File: config.mk
export PLATFORM = sky130hd
export DESIGN_NAME = memory_cell_arbiter_flat
export DESIGN_NICKNAME = d
export VERILOG_FILES = /design/src/rtl/memory_pkg.sv /design/src/rtl/memory_cell_arbiter_if.sv /design/src/rtl/memory_cell_arbiter_rr_picker.sv /design/src/rtl/memory_cell_arbiter.sv /design/src/flat_wrapper.sv
export SDC_FILE = /design/constraint.sdc
export NUM_CORES = 1
export LEC_CHECK = 0
export CAP_MARGIN = 10
export CORE_MARGIN = 1
export CORE_UTILIZATION = 32
export DETAILED_ROUTE_END_ITERATION = 10
export DONT_BUFFER_PORTS = 1
export GPL_TIMING_DRIVEN = 0
export PLACE_DENSITY_LB_ADDON = 0.08
export SLEW_MARGIN = 30
export SYNTH_ARGS = -nofsm -noshare
export SYNTH_HDL_FRONTEND = slang
export SYNTH_SLANG_ARGS = --single-unit
File: constraint.sdc
create_clock -name clk -period 4.6 [get_ports clk]
set_clock_uncertainty 0.1 [all_clocks]
set_input_delay 0.46 -clock clk [delete_from_list [all_inputs] [get_ports clk]]
set_output_delay 0.46 -clock clk [all_outputs]
set_load 0.02 [all_outputs]
File: src/rtl/memory_pkg.sv
// Shared sizing and types for the 2x4 memory controller and its cell arbiter.
// Pure declarations, no latency or flow control.
package memory_pkg;
    localparam int USERS     = 4;
    localparam int CELLS     = 2;
    localparam int USER_BITS = 2;

    typedef logic [USER_BITS-1:0] userIndex_t;
    typedef logic [CELLS-1:0]     cellMask_t;
    typedef logic [USERS-1:0]     userMask_t;

    function automatic userMask_t userOneHot(input userIndex_t u);
        return userMask_t'(1) << u;
    endfunction
endpackage

File: src/rtl/memory_cell_arbiter_if.sv
// User-side request/grant/release bundle of the cell arbiter.
// Level requests, one-cycle release and grant pulses.
interface memory_cell_arbiter_if;
    import memory_pkg::*;

    userMask_t  request;
    userMask_t  requestPair;
    userMask_t  releaseReq;
    userMask_t  grant;
    cellMask_t  grantCell;
    userIndex_t cell0ToUser;
    userIndex_t cell1ToUser;
    cellMask_t  cellBusy;

    modport master (
        output request, requestPair, releaseReq,
        input  grant, grantCell, cell0ToUser, cell1ToUser, cellBusy
    );

    modport slave (
        input  request, requestPair, releaseReq,
        output grant, grantCell, cell0ToUser, cell1ToUser, cellBusy
    );
endinterface

File: src/rtl/memory_cell_arbiter_rr_picker.sv
// Round-robin first-one finder over four users, starting at user rr.
// Combinational, no backpressure.
module rr_picker
    import memory_pkg::*;
(
    input  userMask_t  eligible,
    input  userIndex_t rr,
    output userIndex_t index,
    output logic       valid
);
    userIndex_t cand;

    always_comb begin
        index = '0;
        valid = 1'b0;
        cand  = '0;
        // Walk from the farthest offset down so the nearest eligible user wins.
        for (int i = USERS - 1; i >= 0; i--) begin
            cand = rr + userIndex_t'(i);
            if (eligible[cand]) begin
                index = cand;
                valid = 1'b1;
            end
        end
    end
endmodule

File: src/rtl/memory_cell_arbiter.sv
// Allocates the two RAM cells to four users, single or paired ownership.
// Grant one cycle after request edge; requests wait (level) until granted.
module memory_cell_arbiter
    import memory_pkg::*;
#(
    parameter int users = USERS,
    parameter int cells = CELLS
) (
    input logic                  clk,
    input logic                  resetN,
    memory_cell_arbiter_if.slave bus
);
    logic [cells-1:0] busyQ;
    userIndex_t       owner0Q, owner1Q, rrQ;
    userMask_t        grantQ;
    cellMask_t        grantCellQ;

    logic [users-1:0] ownsAny, eligible, pairWant, secondEligible;
    cellMask_t        relMask;
    userIndex_t       firstIdx, secondIdx;
    logic             firstVld, secondVld;

    always_comb begin
        ownsAny = '0;
        for (int u = 0; u < users; u++) begin
            ownsAny[u] = (busyQ[0] && owner0Q == userIndex_t'(u)) ||
                         (busyQ[1] && owner1Q == userIndex_t'(u));
        end
    end

    assign eligible = (bus.request | bus.requestPair) & ~ownsAny;
    assign pairWant = bus.requestPair & ~ownsAny;
    // After a single grant no pair can fit, so only singles compete for the second cell.
    assign secondEligible = eligible & ~pairWant & ~userOneHot(firstIdx);
    assign relMask = {busyQ[1] && bus.releaseReq[owner1Q],
                      busyQ[0] && bus.releaseReq[owner0Q]};

    rr_picker u_first  (.eligible(eligible),       .rr(rrQ), .index(firstIdx),  .valid(firstVld));
    rr_picker u_second (.eligible(secondEligible), .rr(rrQ), .index(secondIdx), .valid(secondVld));

    userMask_t  grantNext;
    cellMask_t  grantCellNext, assignCell;
    userIndex_t newOwner0, newOwner1, rrNext;

    always_comb begin
        grantNext     = '0;
        grantCellNext = '0;
        assignCell    = '0;
        newOwner0     = owner0Q;
        newOwner1     = owner1Q;
        rrNext        = rrQ;
        if (firstVld) begin
            if (pairWant[firstIdx]) begin
                // A blocked pair requester at the head stalls everyone to drain cells.
                if (busyQ == 2'b00) begin
                    grantNext     = userOneHot(firstIdx);
                    grantCellNext = 2'b11;
                    assignCell    = 2'b11;
                    newOwner0     = firstIdx;
                    newOwner1     = firstIdx;
                    rrNext        = firstIdx + 2'd1;
                end
            end else if (!busyQ[0]) begin
                assignCell[0] = 1'b1;
                newOwner0     = firstIdx;
                if (!busyQ[1] && secondVld) begin
                    grantNext     = userOneHot(firstIdx) | userOneHot(secondIdx);
                    assignCell[1] = 1'b1;
                    newOwner1     = secondIdx;
                    rrNext        = secondIdx + 2'd1;
                end else begin
                    grantNext     = userOneHot(firstIdx);
                    grantCellNext = 2'b01;
                    rrNext        = firstIdx + 2'd1;
                end
            end else if (!busyQ[1]) begin
                grantNext     = userOneHot(firstIdx);
                grantCellNext = 2'b10;
                assignCell[1] = 1'b1;
                newOwner1     = firstIdx;
                rrNext        = firstIdx + 2'd1;
            end
        end
    end

    always_ff @(posedge clk or negedge resetN) begin
        if (!resetN) begin
            busyQ      <= '0;
            owner0Q    <= '0;
            owner1Q    <= '0;
            rrQ        <= '0;
            grantQ     <= '0;
            grantCellQ <= '0;
        end else begin
            busyQ      <= (busyQ & ~relMask) | assignCell;
            owner0Q    <= newOwner0;
            owner1Q    <= newOwner1;
            rrQ        <= rrNext;
            grantQ     <= grantNext;
            grantCellQ <= grantCellNext;
        end
    end

    assign bus.grant       = grantQ;
    assign bus.grantCell   = grantCellQ;
    assign bus.cellBusy    = busyQ;
    assign bus.cell0ToUser = owner0Q;
    assign bus.cell1ToUser = owner1Q;
endmodule

File: src/flat_wrapper.sv
// flat-port wrapper written by rule: the top's interface ports become plain ports
module memory_cell_arbiter_flat import memory_pkg::*;
#(
    parameter int users = USERS,
    parameter int cells = CELLS
)
  (clk, resetN, bus_request, bus_requestPair, bus_releaseReq, bus_grant, bus_grantCell, bus_cell0ToUser, bus_cell1ToUser, bus_cellBusy);
  memory_cell_arbiter_if bus_i ();
  input logic clk;
  input logic resetN;
  input wire logic [$bits(bus_i.request)-1:0] bus_request;
  input wire logic [$bits(bus_i.requestPair)-1:0] bus_requestPair;
  input wire logic [$bits(bus_i.releaseReq)-1:0] bus_releaseReq;
  output wire logic [$bits(bus_i.grant)-1:0] bus_grant;
  output wire logic [$bits(bus_i.grantCell)-1:0] bus_grantCell;
  output wire logic [$bits(bus_i.cell0ToUser)-1:0] bus_cell0ToUser;
  output wire logic [$bits(bus_i.cell1ToUser)-1:0] bus_cell1ToUser;
  output wire logic [$bits(bus_i.cellBusy)-1:0] bus_cellBusy;
  assign bus_i.request = bus_request;
  assign bus_i.requestPair = bus_requestPair;
  assign bus_i.releaseReq = bus_releaseReq;
  assign bus_grant = bus_i.grant;
  assign bus_grantCell = bus_i.grantCell;
  assign bus_cell0ToUser = bus_i.cell0ToUser;
  assign bus_cell1ToUser = bus_i.cell1ToUser;
  assign bus_cellBusy = bus_i.cellBusy;
  memory_cell_arbiter #(.users(users), .cells(cells)) u_core (.clk(clk), .resetN(resetN), .bus(bus_i));
endmodule
## After elaboration in Yosys (flattened, before gate mapping)

Cells that the tools add are included.

| operators by class | value |
|---|---|
| $lt $le $gt $ge | 7 |
| div/mod/pow operators | 0 |
| multiply operators | 0 |
| equality and inequality tests | 9 |
| bitwise logic cells | 12 |
| shift operators | 2 |
| reduce and logical (&&, ||, !) cells | 23 |
| add/sub/neg operators | 5 |
| muxes and demuxes | 68 |

Operators with widths:

| kind | count |
|---|---|
| $mux W2 | 27 |
| $mux W1 | 24 |
| $mux W4 | 6 |
| $bmux W1 S2 | 11 |
| $lt A2 B3 Y1 const B | 7 |
| $and A4 B4 Y4 | 4 |
| $not A4 Y4 | 3 |
| $logic_and A1 B1 Y1 | 11 |
| $eq A2 B2 Y1 const B | 4 |
| $or A4 B4 Y4 | 2 |
| $shl A1 B2 Y4 const A | 2 |
| $add A2 B1 Y2 const B | 3 |
| $logic_not A2 Y1 | 3 |
| $reduce_and A3 Y1 | 2 |
| $add A2 B2 Y2 const B | 2 |
| $eq A2 B1 Y1 const B | 2 |
| $logic_or A1 B1 Y1 | 4 |
| $ne A2 B2 Y1 const B | 2 |
| $reduce_and A4 Y1 | 1 |
| $ne A3 B3 Y1 const B | 1 |
| $reduce_bool A3 Y1 | 1 |
| $and A2 B2 Y2 | 1 |
| $not A2 Y2 | 1 |
| $or A2 B2 Y2 | 1 |
| $logic_not A1 Y1 | 1 |

| storage, ports and cells | value |
|---|---|
| word-level logic and storage cells | 132 |
| memories kept | 0 |
| input port bits | 14 |
| flip-flop bits (word level) | 14 |
| output and inout port bits | 12 |
| bits in writable memories | 0 |
| ROM bits | 0 |
| bits in latches | 0 |

## Depth between registers and ports, before layout

| logic depth | value |
|---|---|
| depth after elaboration | 26 |
| gate-level depth with buffers | 17 |
| mapped depth without buffers | 14 |

## By module

From an unflattened synthesis, not the netlist that was laid out.

| unflattened totals | value |
|---|---|
| cell total of the unflattened synthesis | 128 |
| area total of the unflattened synthesis | 1,202.4 um^2 |

Modules (own cells, without submodules):

| module | area each (um^2) | cells an instance | times used |
|---|---|---|---|
| memory_cell_arbiter | 1,047.3 | 102 | 1 |
| rr_picker | 77.6 | 13 | 2 |

## Least setup slack after synthesis

OpenSTA, ideal clock, no wires.

| timing | value |
|---|---|
| path type | register to register |
| start point | register u_core.busyQ[0], in the netlist u_core.bus.cellBusy[0] |
| end point | register u_core.rrQ[0] |
| slack | 808 ps |
| data required time | 4,375 ps |
| buffers on the path | 2 |
| arrival | 3,567 ps |
| clock period less this slack | 3,792 ps |
| cell stages (with the launch flop) | 17 |
| cell sequence | dfrtp_1 buf_4 or3b_4 and4_4 o211ai_1 nor2b_1 buf_4 inv_1 ha_1 nand2b_1 or4_1 a41oi_1 and2_1 nand2_1 o22ai_2 mux2i_1 mux2_2 |

| on the way | value |
|---|---|
| cells in the longest elaborated chain, start to end | 23 |
| elaborated cells on any way between the ends | 62 |
| classes of those cells | add/sub (2); eq/ne (2); shift (1); mux (39); bitwise (7); reduce/logical (11) |

Ends and longest elaborated chain:

| element | line | source |
|---|---|---|
| start: declaration | memory_cell_arbiter.sv:13 | `logic [cells-1:0] busyQ;` |
| start signal: assignment | memory_cell_arbiter.sv:95 | `busyQ <= (busyQ & ~relMask) \| assignCell;` |
| $logic_and A1 B1 Y1 | memory_cell_arbiter.sv:26 | `ownsAny[u] = (busyQ[0] && owner0Q == userIndex_t'(u)) \|\|` |
| $logic_or A1 B1 Y1 | memory_cell_arbiter.sv:26 |  |
| $not A4 Y4 * | memory_cell_arbiter.sv:31 | `assign eligible = (bus.request \| bus.requestPair) & ~ownsAny;` |
| $and A4 B4 Y4 * | memory_cell_arbiter.sv:31 |  |
| $bmux W1 S2 | memory_cell_arbiter_rr_picker.sv:20 | `if (eligible[cand]) begin` |
| $mux W1 (implied by the code) | memory_cell_arbiter_rr_picker.sv:20 |  |
| $mux W2 (3 in a row) | memory_cell_arbiter_rr_picker.sv:20 |  |
| $mux W2 * | memory_cell_arbiter_rr_picker.sv:20 |  |
| net u_core.firstIdx[1] | memory_cell_arbiter.sv:20 | `userIndex_t firstIdx, secondIdx;` |
| (+2 left out) | -- |  |
| $and A4 B4 Y4 | memory_cell_arbiter.sv:34 | `assign secondEligible = eligible & ~pairWant & ~userOneHot(firstIdx);` |
| $bmux W1 S2 | memory_cell_arbiter_rr_picker.sv:20 |  |
| $mux W1 (implied by the code) | memory_cell_arbiter_rr_picker.sv:20 |  |
| $mux W2 / $mux W1 (equally long branches) (4 in a row) | memory_cell_arbiter_rr_picker.sv:20 |  |
| $add A2 B1 Y2 / $logic_and A1 B1 Y1 (equally long branches) | memory_cell_arbiter.sv:70, memory_cell_arbiter.sv:66 |  |
| $mux W2 | memory_cell_arbiter.sv:66 | `if (!busyQ[1] && secondVld) begin` |
| $mux W2 | memory_cell_arbiter.sv:63 | `end else if (!busyQ[0]) begin` |
| $mux W2 | memory_cell_arbiter.sv:53 | `if (pairWant[firstIdx]) begin` |
| end signal: assignment | memory_cell_arbiter.sv:98 | `rrQ <= rrNext;` |
| end: declaration | memory_cell_arbiter.sv:14 | `userIndex_t owner0Q, owner1Q, rrQ;` |

Mark *: on every way through the listed nets, which the timed path passes. The rest lies on a longest branch. The select of a mux whose other input is x is not followed.
A chain may end at the register's enable or synchronous reset.

## Worst setup path after layout

| timing | value |
|---|---|
| start point | register u_core.busyQ[1], in the netlist u_core.bus.cellBusy[1] |
| end point | register u_core.rrQ[0] |

| on the way | value |
|---|---|
| cells in the longest elaborated chain, start to end | 23 |
| elaborated cells on any way between the ends | 63 |
| classes of those cells | add/sub (2); eq/ne (2); shift (1); mux (39); bitwise (7); reduce/logical (12) |

Ends and longest elaborated chain:

| element | line | source |
|---|---|---|
| $logic_and A1 B1 Y1 | memory_cell_arbiter.sv:27 | `(busyQ[1] && owner1Q == userIndex_t'(u));` |
| $logic_or A1 B1 Y1 | memory_cell_arbiter.sv:26 |  |
| $not A4 Y4 * | memory_cell_arbiter.sv:31 |  |
| $and A4 B4 Y4 * | memory_cell_arbiter.sv:31 |  |
| $bmux W1 S2 | memory_cell_arbiter_rr_picker.sv:20 |  |
| $mux W1 (implied by the code) | memory_cell_arbiter_rr_picker.sv:20 |  |
| $mux W2 (3 in a row) | memory_cell_arbiter_rr_picker.sv:20 |  |
| $mux W2 * | memory_cell_arbiter_rr_picker.sv:20 |  |
| net u_core.firstIdx[1] | memory_cell_arbiter.sv:20 |  |
| (+2 left out) | -- |  |
| $and A4 B4 Y4 | memory_cell_arbiter.sv:34 |  |
| $bmux W1 S2 | memory_cell_arbiter_rr_picker.sv:20 |  |
| $mux W1 (implied by the code) | memory_cell_arbiter_rr_picker.sv:20 |  |
| $mux W2 / $mux W1 (equally long branches) (4 in a row) | memory_cell_arbiter_rr_picker.sv:20 |  |
| $add A2 B1 Y2 / $logic_and A1 B1 Y1 (equally long branches) | memory_cell_arbiter.sv:70, memory_cell_arbiter.sv:66 |  |
| $mux W2 | memory_cell_arbiter.sv:66 |  |
| $mux W2 | memory_cell_arbiter.sv:63 |  |
| $mux W2 | memory_cell_arbiter.sv:53 |  |

Marked as above.

==> metrics.cfg <==
[yosys]
synth_top_area_cell = dfrtp_1
synth_cell_types = 50
synth.net_count = 152
ys_warn_count = 0
syn_inst = 134
synthArstFlopShare_pct = 100
synth_top_area_share_pct = 28.8
synth_area_leaders = dfrtp_1 (29%), ha_1 (4.1%), mux2i_1 (4.1%)
synthFlopType = dfrtp_1
syn_avg_cell_area_um2 = 9.09
synth_area_um2 = 1220
synth-seq-area-share_pct = 28.8
synth-edff-count = 0
synth-seq-cells = 14

[timing]
fmax_mhz = 230
maxSlewViolCount = 0
max_slew_margin_pct = 48.8
rsz0062_at_grt = false
final_hold_viol_count = 0
period_share_pct = 94.3
finalSetupTns_ns = 0
tightest_slew_ns = 0.762
setup_viol = 0
finalCriticalPeriod_ns = 4.34

[routing]
first_pass_iters = 6
drt_iter0_drc = 73
avgViaCountPerCell = 5.90
via_count = 1103
wl_per_cell_um = 18.0
ant_nets = 0
drc_errors = 0
totalWireLength_mm = 3.37

[min_path]
hold_path.class = in2reg
worstHoldPathCells = 2

[worst_setup_path]
path_cells = or3b_1 > and4_4 > o211ai_1 > nor2b_1 > buf_4 > inv_1 > ha_1 > nand2b_1 > or4_1 > a41oi_1 > and2_1 > nand2_1 > o22ai_2 > mux2i_1 > mux2_2
cpLargestDelayFamily = simple AND/OR/NAND/NOR gates
crit_fanout = 8
path_depth = 15
cp.arrival_ns = 4.37
cp_num_buf_inv = 2
critPathSlowestCell = dfrtp_1
rr_worst_depth = 15
cp.required_ns = 4.64
startpoint_type = flop
cp-end-kind = flop
slowest_delay_ns = 0.60
worstSetupPathType = reg2reg

[clock_tree]
cts_hold_buf = 1
cts_setup_buffers = 0
root_buffer = clkbuf_8
cts.path.max_buffers = 2
clk_latency_ns = 0.25
clkTransAtPathRegs_ns = 0.06
cts_sinks = 14
numCtsBuffers = 3
ctsResizeCount = 0
cts_tree = done
cts_max_level = 1

[finish]
layout.filler_cells = 370
layout.nets = 158
areaGrowthSynthToFinish_pct = 10.8
layout_commonest_cell = dfrtp_1
mostFrequentLayoutCells = dfrtp_1 (14), nor2_1 (11), nand2_1 (9)
antenna_cells = 0
layout-drive-gt1-share_pct = 19.4

[floorplan]
start_util_pct = 33.3
core_um2 = 3660
die-area_um2 = 4060
floorplan.die.width_um = 63.7
dieHeight_um = 63.7
rows = 22
io_pins = 26

[placed_design]
numPortBuffers = 0
dp_hpwl_mm = 2.56
place.gp.congestion = 0.813

[grt]
grt.overflow.total = 0
antenna_found_initial = 0
gr-usage-all-layers_pct = 17.4
first_global_vias = 1051
grt_pass1_wl_mm = 5.38
grt_max_degree = 15

[run]
drv_cap = 0

[outcome]
status = completed

==> through the flow <==
| step | hold WS, ns | instances | worst slack, ns | cell area (µm²) | util (%) |
|---|---|---|---|---|---|
| 2_1_floorplan | 0.0644 | 134 | 0.808 | 1220 | - |
| 3_3_place_gp | 0.0647 | 182 | 0.298 | 1280 | 34.9 |
| 3_5_place_dp | 0.0647 | 182 | 0.313 | 1280 | 34.9 |
| 4_1_cts | 0.417 | 187 | 0.285 | 1340 | 36.7 |
| 5_1_grt | 0.423 | 187 | 0.0424 | 1350 | 36.8 |
| 6_report | 0.414 | 187 | 0.261 | 1350 | 36.8 |
==> cell usage after synthesis (all sizes together) (2+ instances only) <==
master,number
nor2,13
nand2,9
and2,2
and3b,2
or3b,2
mux2,5
nand4,3
nand3b,2
a21oi,3
a22o,2
a311oi,2
o211a,2
nor2b,2
o2111a,2
mux2i,5
dfrtp,14
inv,6
xnor2,2
or2,4
ha,4
nand2b,3
o21ai,7
and3,2
buf,2
o22ai,2
clkbuf,2
o211ai,3
o21a,3
mux4,2
nor3,4
nand3,6
==> cell type report <==
type	count	area (µm²)	share of cell area, %
Sequential cell	14	350	26.0
Tap cell	48	60.1	4.45
Clock buffer	4	55.1	4.08
Multi-Input combinational cell	110	828	61.4
Inverter	6	22.5	1.67
Buffer	4	22.5	1.67
Timing Repair Buffer	1	10.0	0.742
==> layer usage <==
| metal | routed length [µm] | global-route usage (%) | vias up |
|---|---|---|---|
| met1 | 1510 | 23.1 | 535 |
| met3 | 160 | 3.80 | 9 |
| met5 | 0 | 0 | - |
| met2 | 1620 | 27.9 | 41 |
| met4 | 77 | 5.40 | 0 |
| li1 | - | - | 518 |
==> sequential cells by signal, indices dropped and copies added, names as in the netlist <==
register / flops
u_core.rrQ: 2
u_core.bus.cell0ToUser: 2
u_core.bus.grant: 4
u_core.bus.grantCell: 2
u_core.bus.cell1ToUser: 2
u_core.bus.cellBusy: 2
==> logic make-up after synthesis <==
kind of cell	synth area share (%)
buf+inv	3.70
simple gates	26.9
xor+xnor	1.44
fa+ha+maj	4.11
mux	12.7
flops	28.8
compound gates	22.3
==> worst paths after layout <==
path | slack, ns | start | to
worst min-delay path | 0.41 | bus_releaseReq[0] | u_core.bus.cellBusy[0]
worst min register to register | 0.61 | u_core.rrQ[0] | u_core.rrQ[0]
max in group asynchronous | 3.39 | resetN | u_core.bus.cell1ToUser[0]
min in group asynchronous | 0.59 | resetN | u_core.bus.grant[0]
worst max-delay path | 0.26 | u_core.bus.cellBusy[1] | u_core.rrQ[0]
worst max register to register | 0.26 | u_core.bus.cellBusy[1] | u_core.rrQ[0]
Power is not shown: default switching activity piles up to over one toggle a cycle in this logic, so the estimate is an artifact.
